$ cat src/rtl/cmin_sched_pkg.sv
// Shared types and helpers for the Q-buffer scheduler.
package cmin_sched_pkg;

  localparam int QW = 16 * 8;

  typedef enum logic [1:0] {
    S_IDLE,
    S_FILL,
    S_STREAM
  } state_t;

  function automatic int unsigned clamp_len(input int unsigned len, input int unsigned depth);
    return (len > depth) ? depth : len;
  endfunction

endpackage

$ cat src/rtl/cmin_q_prefetch.sv
// One-entry holding buffer between the Q-buffer read port and the output word register.
import cmin_sched_pkg::*;

module cmin_q_prefetch #(
  parameter int W = QW
) (
  input  logic         clk,
  input  logic         rst_n,
  input  logic         load,
  input  logic         drain,
  input  logic         flush,
  input  logic [W-1:0] din,
  output logic [W-1:0] dout,
  output logic         valid
);

  always_ff @(posedge clk or negedge rst_n) begin
    if (!rst_n) begin
      valid <= 1'b0;
      dout  <= '0;
    end else begin
      if (flush)      valid <= 1'b0;
      else if (load)  valid <= 1'b1;
      else if (drain) valid <= 1'b0;
      if (load && !flush) dout <= din;
    end
  end

endmodule

$ cat src/rtl/cmin_q_scheduler.sv
// Streams cfg_q_len query words cfg_passes times from the Q buffer into the bit-serial
// compute-input stage, with a one-entry prefetch so words follow updates without bubbles.
//
// state    | meaning
// S_IDLE   | waiting for start; outputs quiet
// S_FILL   | first read issued, waiting for word 0 to reach data_out
// S_STREAM | presenting words, advancing on data_out_update
import cmin_sched_pkg::*;

module cmin_q_scheduler #(
  parameter int MACRO_DATA_WIDTH = 16,
  parameter int COMPUTE_CYCLE    = 8,
  parameter int Q_BUF_ADDR_WIDTH = 2,
  parameter int PASS_CNT_WIDTH   = 8
) (
  input  logic                                      clk,
  input  logic                                      rst_n,
  input  logic                                      start,
  input  logic                                      abort,
  input  logic [Q_BUF_ADDR_WIDTH:0]                 cfg_q_len,
  input  logic [PASS_CNT_WIDTH-1:0]                 cfg_passes,
  output logic                                      busy,
  output logic                                      done,
  output logic                                      err_update,
  output logic                                      q_rd_en,
  output logic [Q_BUF_ADDR_WIDTH-1:0]               q_rd_addr,
  input  logic [MACRO_DATA_WIDTH*COMPUTE_CYCLE-1:0] q_rd_data,
  output logic [MACRO_DATA_WIDTH*COMPUTE_CYCLE-1:0] data_out,
  output logic                                      data_out_vld,
  input  logic                                      data_out_rdy,
  input  logic                                      data_out_update
);

  localparam int DW = MACRO_DATA_WIDTH * COMPUTE_CYCLE;
  localparam int LW = Q_BUF_ADDR_WIDTH + 1;
  localparam int CW = Q_BUF_ADDR_WIDTH + PASS_CNT_WIDTH + 1;
  localparam int unsigned QD = 2 ** Q_BUF_ADDR_WIDTH;

  state_t                      state, state_nx;
  logic [LW-1:0]               len_q, len_c;
  logic [PASS_CNT_WIDTH-1:0]   passes_q, pass_cnt;
  logic [Q_BUF_ADDR_WIDTH-1:0] rd_addr;
  logic [CW-1:0]               issue_rem, cons_rem, total;
  logic                        rd_pend, vld, done_q, err_q;
  logic [DW-1:0]               dout_q, pf_dout;
  logic                        pf_vld, pf_load, pf_drain;
  logic                        start_ok, zero_cfg, consume, last, issue, to_out;
  logic [1:0]                  occ;
  logic                        unused_rdy;

  // Word advance is driven solely by data_out_update.
  assign unused_rdy = data_out_rdy;

  always_comb begin
    start_ok = (state == S_IDLE) && start && !abort;
    len_c    = LW'(clamp_len(32'(cfg_q_len), QD));
    zero_cfg = (len_c == '0) || (cfg_passes == '0);
    total    = CW'(len_c) * CW'(cfg_passes);
    consume  = data_out_update && vld && !abort;
    last     = consume && (cons_rem == CW'(1));
    // Words held or arriving after this cycle; a new read must have a slot to land in.
    occ      = 2'(vld) + 2'(pf_vld) + 2'(rd_pend) - 2'(consume);
    issue    = (state != S_IDLE) && !abort && (issue_rem != '0) &&
               (pass_cnt < passes_q) && (occ < 2'd2);
    to_out   = rd_pend && (!vld || (consume && !pf_vld));
    pf_load  = rd_pend && !to_out && !abort;
    pf_drain = consume && pf_vld;
  end

  always_comb begin
    state_nx = state;
    if (abort) begin
      state_nx = S_IDLE;
    end else begin
      case (state)
        S_IDLE:   if (start_ok && !zero_cfg) state_nx = S_FILL;
        S_FILL:   if (to_out) state_nx = S_STREAM;
        S_STREAM: if (last) state_nx = S_IDLE;
        default:  state_nx = S_IDLE;
      endcase
    end
  end

  always_ff @(posedge clk or negedge rst_n) begin
    if (!rst_n) begin
      state     <= S_IDLE;
      len_q     <= '0;
      passes_q  <= '0;
      pass_cnt  <= '0;
      rd_addr   <= '0;
      issue_rem <= '0;
      cons_rem  <= '0;
      rd_pend   <= 1'b0;
      vld       <= 1'b0;
      done_q    <= 1'b0;
      err_q     <= 1'b0;
      dout_q    <= '0;
    end else begin
      state  <= state_nx;
      done_q <= (start_ok && zero_cfg) || last;
      if (start_ok)                     err_q <= 1'b0;
      else if (data_out_update && !vld) err_q <= 1'b1;

      if (start_ok) begin
        len_q     <= len_c;
        passes_q  <= cfg_passes;
        pass_cnt  <= '0;
        rd_addr   <= '0;
        issue_rem <= total;
        cons_rem  <= total;
      end else begin
        if (issue) begin
          issue_rem <= issue_rem - CW'(1);
          if ({1'b0, rd_addr} == len_q - LW'(1)) begin
            rd_addr  <= '0;
            pass_cnt <= pass_cnt + PASS_CNT_WIDTH'(1);
          end else begin
            rd_addr <= rd_addr + Q_BUF_ADDR_WIDTH'(1);
          end
        end
        if (consume) cons_rem <= cons_rem - CW'(1);
      end

      if (abort) begin
        rd_pend <= 1'b0;
        vld     <= 1'b0;
      end else begin
        rd_pend <= issue;
        vld     <= (vld && !consume) || pf_drain || to_out;
        if (pf_drain)    dout_q <= pf_dout;
        else if (to_out) dout_q <= q_rd_data;
      end
    end
  end

  cmin_q_prefetch #(.W(DW)) u_prefetch (
    .clk   (clk),
    .rst_n (rst_n),
    .load  (pf_load),
    .drain (pf_drain),
    .flush (abort),
    .din   (q_rd_data),
    .dout  (pf_dout),
    .valid (pf_vld)
  );

  assign busy         = (state != S_IDLE);
  assign done         = done_q;
  assign err_update   = err_q;
  assign q_rd_en      = issue;
  assign q_rd_addr    = rd_addr;
  assign data_out     = dout_q;
  assign data_out_vld = vld;

endmodule
$ cat config.mk
export PLATFORM = sky130hd
export DESIGN_NAME = cmin_q_scheduler
export DESIGN_NICKNAME = d
export VERILOG_FILES = /design/src/rtl/cmin_sched_pkg.sv /design/src/rtl/cmin_q_prefetch.sv /design/src/rtl/cmin_q_scheduler.sv
export SDC_FILE = /design/constraint.sdc
export NUM_CORES = 1
export LEC_CHECK = 0
export ABC_AREA = 0
export CAP_MARGIN = 20
export CELL_PAD_IN_SITES_DETAIL_PLACEMENT = 0
export CELL_PAD_IN_SITES_GLOBAL_PLACEMENT = 2
export CORE_UTILIZATION = 32
export CTS_CLUSTER_DIAMETER = 150
export DETAILED_ROUTE_END_ITERATION = 10
export GPL_TIMING_DRIVEN = 1
export PLACE_DENSITY = 0.81
export SETUP_SLACK_MARGIN = 0.02
export SLEW_MARGIN = 20
export SYNTH_ARGS = -nofsm -noshare
export SYNTH_HDL_FRONTEND = slang
export SYNTH_SLANG_ARGS = --single-unit
$ cat constraint.sdc
create_clock -name clk -period 3 [get_ports clk]
set_input_delay 0.3 -clock clk [delete_from_list [all_inputs] [get_ports clk]]
set_output_delay 0.3 -clock clk [all_outputs]
set_load 0.01 [all_outputs]
==> impl_metrics.yaml, run 1 <==
outcome:
  status: "finished, final reports clean"
floorplanning:
  core-area_sq_um: 44500
  die_area_sq_um: 46300
  dieWidth_microns: 215
  initial_core_util_pct: 32.7
  fp.dieH_microns: 215
  pin_count: 280
  row_count: 77
place:
  dpl_cell_area_sq_um: 18300
  dp_hpwl_microns: 24700
  io_buffers: 278
  pre_cts_slack_ns: -0.386
  gp_congestion: 0.783
cells_and_area:
  multi_input_area_sq_um: 6430
  nets: 1570
  drive_above_1_share_pct: 34.7
  final_area_sq_um: 19600
  syn_to_final_growth_pct: 34.4
  regArea_sq_um: 7660
  n_fill_cell: 4136
critical_path:
  worstPathCellList: "clkdlybuf4s50_1 > buf_4 > and2_1 > fa_1 > ha_1 > inv_1 > fa_1 > nand2b_1 > a21oi_1 > buf_4 > a211oi_2 > a21oi_1 > a21oi_1 > o22a_1"
  crit_arrival_ns: 3.24
  start_kind: "input pin"
  critical_path.max_stage_delay_ns: 0.55
  cp_top_family: "adder cells"
  cp_common_cell: "a21oi_1"
  critPathCaptureType: "register"
  cp.required_ns: 3.41
  cp_max_fo: 10
  path_buf_inv: 4
  critPathKind: "input pin to register"
  critPathSlowestCell: "fa_1"
yosys:
  synth_commonest_cells: "348 x mux2_2, 306 x dfrtp_1, 44 x nand2_1"
  yosys_most_used_dff: "dfrtp_1"
  synthArstFlopShare_pct: 100
  yosysTopAreaCell: "dfrtp_1"
  synth.area.top_cells: "dfrtp_1 53%, mux2_2 27%, mux2_1 2.8%"
  synth.top_cell.area_share_pct: 52.6
  synth_warnings: 0
  synth_seq_area_share_pct: 52.6
  ys_ff_latch: 306
  synth_cell_types: 62
  synth_most_common_cell: "mux2_2"
  synth_area_sq_um: 14600
  syn_avg_cell_area_sq_um: 13.6
  synth_edf_count: 0
  synthCells: 1070
  syn_nets: 1246
detailed_routing:
  drc: 0
  via_per_inst: 4.80
  wl_per_cell_microns: 17.9
  drt_pre_antenna_iters: 4
  vias: 9666
  drt_iter0_drc: 353
  ant_nets: 0
  routed_wl_microns: 36100
grt:
  grt_util_all_layers_pct: 16.0
  grt_max_degree: 87
  antenna_found_initial: 2
  grt_overflow_total: 0
  grt_pass1_wl_microns: 58600
  first_global_vias: 10500
timing:
  rsz0062_at_grt: "yes"
  max_freq_mhz: 353
  maxSlewHeadroom_pct: 49.4
  final_hold_viol_count: 0
  tightest_slew_ns: 0.755
  clock_skew_ns: 0.0185
  hold-worst-slack_ns: 0.247
  setup_viol_count_final: 0
  final.period_utilization_pct: 94.5
  fin_ws_ns: 0.165
  drv_slew: 0
  min_period_ns: 2.83
clock_tree:
  path_clk_slew_ns: 0.06
  root_buffer: "clkbuf_16"
  cts_num_sinks: 306
  clockBufferDepth: 3
  cts_tree: "done"
  cts_made_buffers: 37
  clk_latency_ns: 0.54
  htree_levels: 2
power_and_ir_drop:
  ir_worst_vdd_v: 0.000542
  p_leak_nw: 8.66
  total_power_mw: 15.0
  cellPowerDensity_nw_per_um2: 766
flow_run:
  cap_violations: 0
min_path:
  hp-class: "input pin to asynchronous set/reset pin"
-- placed cells by master, fill, tap and decap left out, drive strengths merged, types with 6 or more instances in the layout --
cell type and n:
mux2 384, dfrtp 306, clkdlybuf4s50 276, buf 63, clkbuf 55, nand2 47
inv 35, a21oi 34, o21ai 27, ha 24, nor2 22, xor2 12
nand3 11, and2 10, nor3 10, xnor2 7, fa 7, clkinv 6
-- logic make-up after synthesis --
logic type                 synth area share, %
adders and majority gates                 3.03
xor gates and xnor gates                  1.14
AOI/OAI and AO/OA                         4.39
buffers and inverters                     3.65
muxes                                     29.9
DFF                                       52.6
and+or+nand+nor                           5.31
-- final cells by class --
type	count	share of cell area, %
Antenna cell	1	0.0128
Clock buffer	55	5.59
Clock inverter	9	0.429
Inverter	34	0.691
Multi-Input combinational cell	675	32.9
Sequential cell	306	39.2
Tap cell	592	3.79
Timing Repair Buffer	340	17.4
-- worst paths after layout --
kind	start	end	slack, ns	cells after the start
min in group clk	q_rd_data[21]	u_prefetch.dout[21]	0.40	2
min	rst_n	u_prefetch.valid	0.25	2
max in group asynchronous	rst_n	len_q[1]	1.98	3
max reg2reg	data_out_vld	pass_cnt[6]	0.31	13
min reg2reg	passes_q[0]	passes_q[0]	0.49	2
max	cfg_q_len[2]	cons_rem[6]	0.17	14
-- flip-flops by register name, summed over array words and instances, names as in the netlist --
register	count
state	2
cons_rem	11
u_prefetch.valid	1
u_prefetch.dout	128
passes_q	8
data_out	128
done	1
data_out_vld	1
len_q	3
err_update	1
q_rd_addr	2
rd_pend	1
issue_rem	11
pass_cnt	8
-- repair_timing --
action                                 in CTS  in global routing
hold buffers                                1                  0
gates resized for setup                     6                  9
cloned                                      0                  0
pin swaps                                   1                  4
setup endpoints to repair                   1                 12
buffers inserted                            1                  1
endpoints found under the hold margin      31                  0
-- stage by stage --
| stage | instances | setup TNS, ns | utilization (%) |
|---|---|---|---|
| 2_1_floorplan | 1070 | 0 | - |
| 3_3_place_gp | 1945 | -4.44 | 41.1 |
| 3_5_place_dp | 1945 | -5.15 | 41.1 |
| 4_1_cts | 2011 | 0 | 43.8 |
| 5_1_grt | 2012 | 0 | 43.9 |
| 6_report | 2012 | 0 | 43.9 |
-- power breakdown --
| part | total (mW) | switching [mW] | internal [mW] | leakage [nW] |
|---|---|---|---|---|
| logic | 4.59 | 1.77 | 2.82 | 4.15 |
| clock network | 4.36 | 1.76 | 2.60 | 0.580 |
| registers | 6.03 | 0.679 | 5.35 | 3.93 |
-- worst reg2reg max path: stages (launching register included) --
cell and delay (ns):
dfrtp_1 0.37, nor2b_4 0.13, nand2_2 0.09, clkinv_4 0.05, ha_1 0.26, inv_1 0.09
ha_4 0.20, a21oi_2 0.13, xor2_1 0.17, o211a_1 0.22, buf_4 0.17, nand4_4 0.11
or4_4 0.50, a21oi_2 0.12
-- routing by layer --
layer,GRT usage (%),part of all wire (%)
met4,5.58,2.8
met2,26.6,48
met5,0,0.025
met1,19.4,42
met3,5.17,7.4
(Power assumes the default switching activity.)
==> inputs of run 2 (changes only) <==
RECOVER_POWER = 25   (was unset)
==> impl_metrics.yaml, run 2 (synthesis results as in run 1) <==
floorplanning:
  core-area_sq_um: 44500
  row_count: 77
  dieWidth_microns: 215
  fp.dieH_microns: 215
  die_area_sq_um: 46300
  initial_core_util_pct: 32.7
  pin_count: 280
critical_path:
  critPathKind: "input pin to register"
  worstPathCellList: "clkdlybuf4s50_1 > buf_4 > and2_1 > fa_1 > ha_1 > inv_1 > fa_1 > nand2b_1 > a21oi_1 > buf_4 > a211oi_2 > a21oi_1 > a21oi_1 > o22a_1"
  cp-startpoint: "cfg_q_len[2]"
  critPathSlowestCell: "fa_1"
  cp_common_cell: "a21oi_1"
  cp.required_ns: 3.41
  crit_arrival_ns: 3.24
  critical_path.max_stage_delay_ns: 0.55
  critPathCaptureType: "register"
  cp_top_family: "adder cells"
  start_kind: "input pin"
  cp_max_fo: 10
  path_buf_inv: 4
  rr_startpoint: "data_out_vld"
cells_and_area:
  instances_no_fill: 2012
  nets: 1570
  drive_above_1_share_pct: 34.5
  final_common_cell: "mux2_2"
  syn_to_final_growth_pct: 34.3
  final_cell_mix: "348 x mux2_2, 306 x dfrtp_1, 276 x clkdlybuf4s50_1"
  n_fill_cell: 4137
timing:
  maxSlewHeadroom_pct: -34.1
  min_period_ns: 2.83
  final.period_utilization_pct: 94.4
  hold-worst-slack_ns: 0.396
  max_freq_mhz: 353
  rsz0062_at_grt: "yes"
  clock_skew_ns: 0.0182
  tightest_slew_ns: 2.01
  final_hold_viol_count: 0
  drv_slew: 34
  setup_viol_count_final: 0
detailed_routing:
  via_per_inst: 4.80
  ant_nets: 0
  met3WireLength_microns: 2710
  met1Wirelength_microns: 15100
  vias: 9650
  drt_pre_antenna_iters: 4
  wl_per_cell_microns: 17.9
  routed_wl_microns: 36100
  maxUsedRoutingLayer: "met5"
  drc: 0
  drt_iter0_drc: 343
  wl_met2_microns: 17200
flow_run:
  cap_violations: 1
clock_tree:
  htree_levels: 2
  path_clk_slew_ns: 0.06
  cts_tree: "done"
  root_buffer: "clkbuf_16"
  cts_num_sinks: 306
  clk_latency_ns: 0.54
  clockBufferDepth: 3
  cts_made_buffers: 37
place:
  gp_congestion: 0.783
  dp_hpwl_microns: 24700
  io_buffers: 278
  dp_cells: 1945
power_and_ir_drop:
  cellPowerDensity_nw_per_um2: 766
  p_leak_nw: 8.65
  ir_worst_vdd_v: 0.000542
grt:
  grt_max_degree: 87
  first_global_vias: 10500
  grt_pass1_wl_microns: 58600
  antenna_found_initial: 2
  grt_util_all_layers_pct: 16.0
  grt_overflow_total: 0
min_path:
  hp-class: "input pin to register"
  min-delay-start: "q_rd_data[21]"
outcome:
  violations: "capacitance limit, slew limit"
  status: "finished, violations left"
[run 2: changes by cell type in the layout (fill, tap and decap cells not counted), sizes merged]
| cell | previous run | this run |
|---|---|---|
| clkdlybuf4s25 | 0 | 1 |
| clkbuf | 55 | 56 |
| buf | 63 | 61 |
[run 2: per-stage QoR]
stage                     TNS [ns]  setup slack [ns]  total power [mW]  instance area [sq um]  util (%)
after CTS                        0            0.0644              15.2                  19500      43.8
after global routing             0           0.00373              15.8                  19500      43.9
after global placement       -4.44            -0.386              10.6                  18300      41.1
after detailed placement     -5.15            -0.386              10.7                  18300      41.1
final                            0             0.167              15.0                  19500      43.9
after floorplan                  0             0.153              7.95                  14600         -
[run 2: routing by layer]
| metal | vias to the layer above | track usage, % |
|---|---|---|
| met4 | 2 | 5.58 |
| met5 | - | 0 |
| met3 | 60 | 5.17 |
| met2 | 228 | 26.6 |
| li1 | 4483 | - |
| met1 | 4877 | 19.4 |
[run 2: power breakdown]
group / internal (mW) / leakage, nW / switching [mW]
Clock: 2.60 / 0.580 / 1.76
Combinational: 2.81 / 4.14 / 1.77
Sequential: 5.35 / 3.93 / 0.680
[run 2: path summary, 6_finish.rpt]
kind                                        to  slack (ns)  cells past startpoint
hold reg to reg                    passes_q[0]        0.49                      2
max in group asynchronous  u_prefetch.dout[18]        0.48                      3
setup / recovery                   cons_rem[6]        0.17                     14
setup reg to reg                   pass_cnt[6]        0.31                     13
hold / removal             u_prefetch.dout[21]        0.40                      2
min in group asynchronous     u_prefetch.valid        1.07                      2
[run 2: what timing repair did]
| item | in CTS | in global routing |
|---|---|---|
| setup buffers | 1 | 1 |
| endpoints found under the setup margin | 1 | 12 |
| hold buffers | 1 | 0 |
| endpoints found under the hold margin | 31 | 0 |
| pin swaps | 1 | 4 |
| gates cloned | 0 | 0 |
| gates resized for setup | 6 | 9 |
[run 2: worst reg2reg max path, delay by kind of cell (launching register included)]
family / cells / cell delay (ns)
AND/OR/NAND/NOR: 4 / 0.83
AO/OA/AOI/OAI: 3 / 0.47
adder cells (fa/ha/maj): 2 / 0.47
XOR/XNOR: 1 / 0.17
buffers and inverters: 3 / 0.31
flip-flops: 1 / 0.37
[run 2: layout make-up]
cell class	count	area, sq um	share of cell area, %
Sequential cell	306	7660	39.2
Multi-Input combinational cell	675	6430	32.9
Timing Repair Buffer	340	3390	17.4
Clock buffer	55	1090	5.60
Tap cell	592	741	3.79
Inverter	34	135	0.692
Clock inverter	9	83.8	0.429
Antenna cell	1	2.50	0.0128
==> inputs of run 3 (changes only) <==
CTS_CLUSTER_DIAMETER = 200   (was 150)
==> results of run 3 <==
The final DEF is identical to that of run 2; final timing and power are the same.
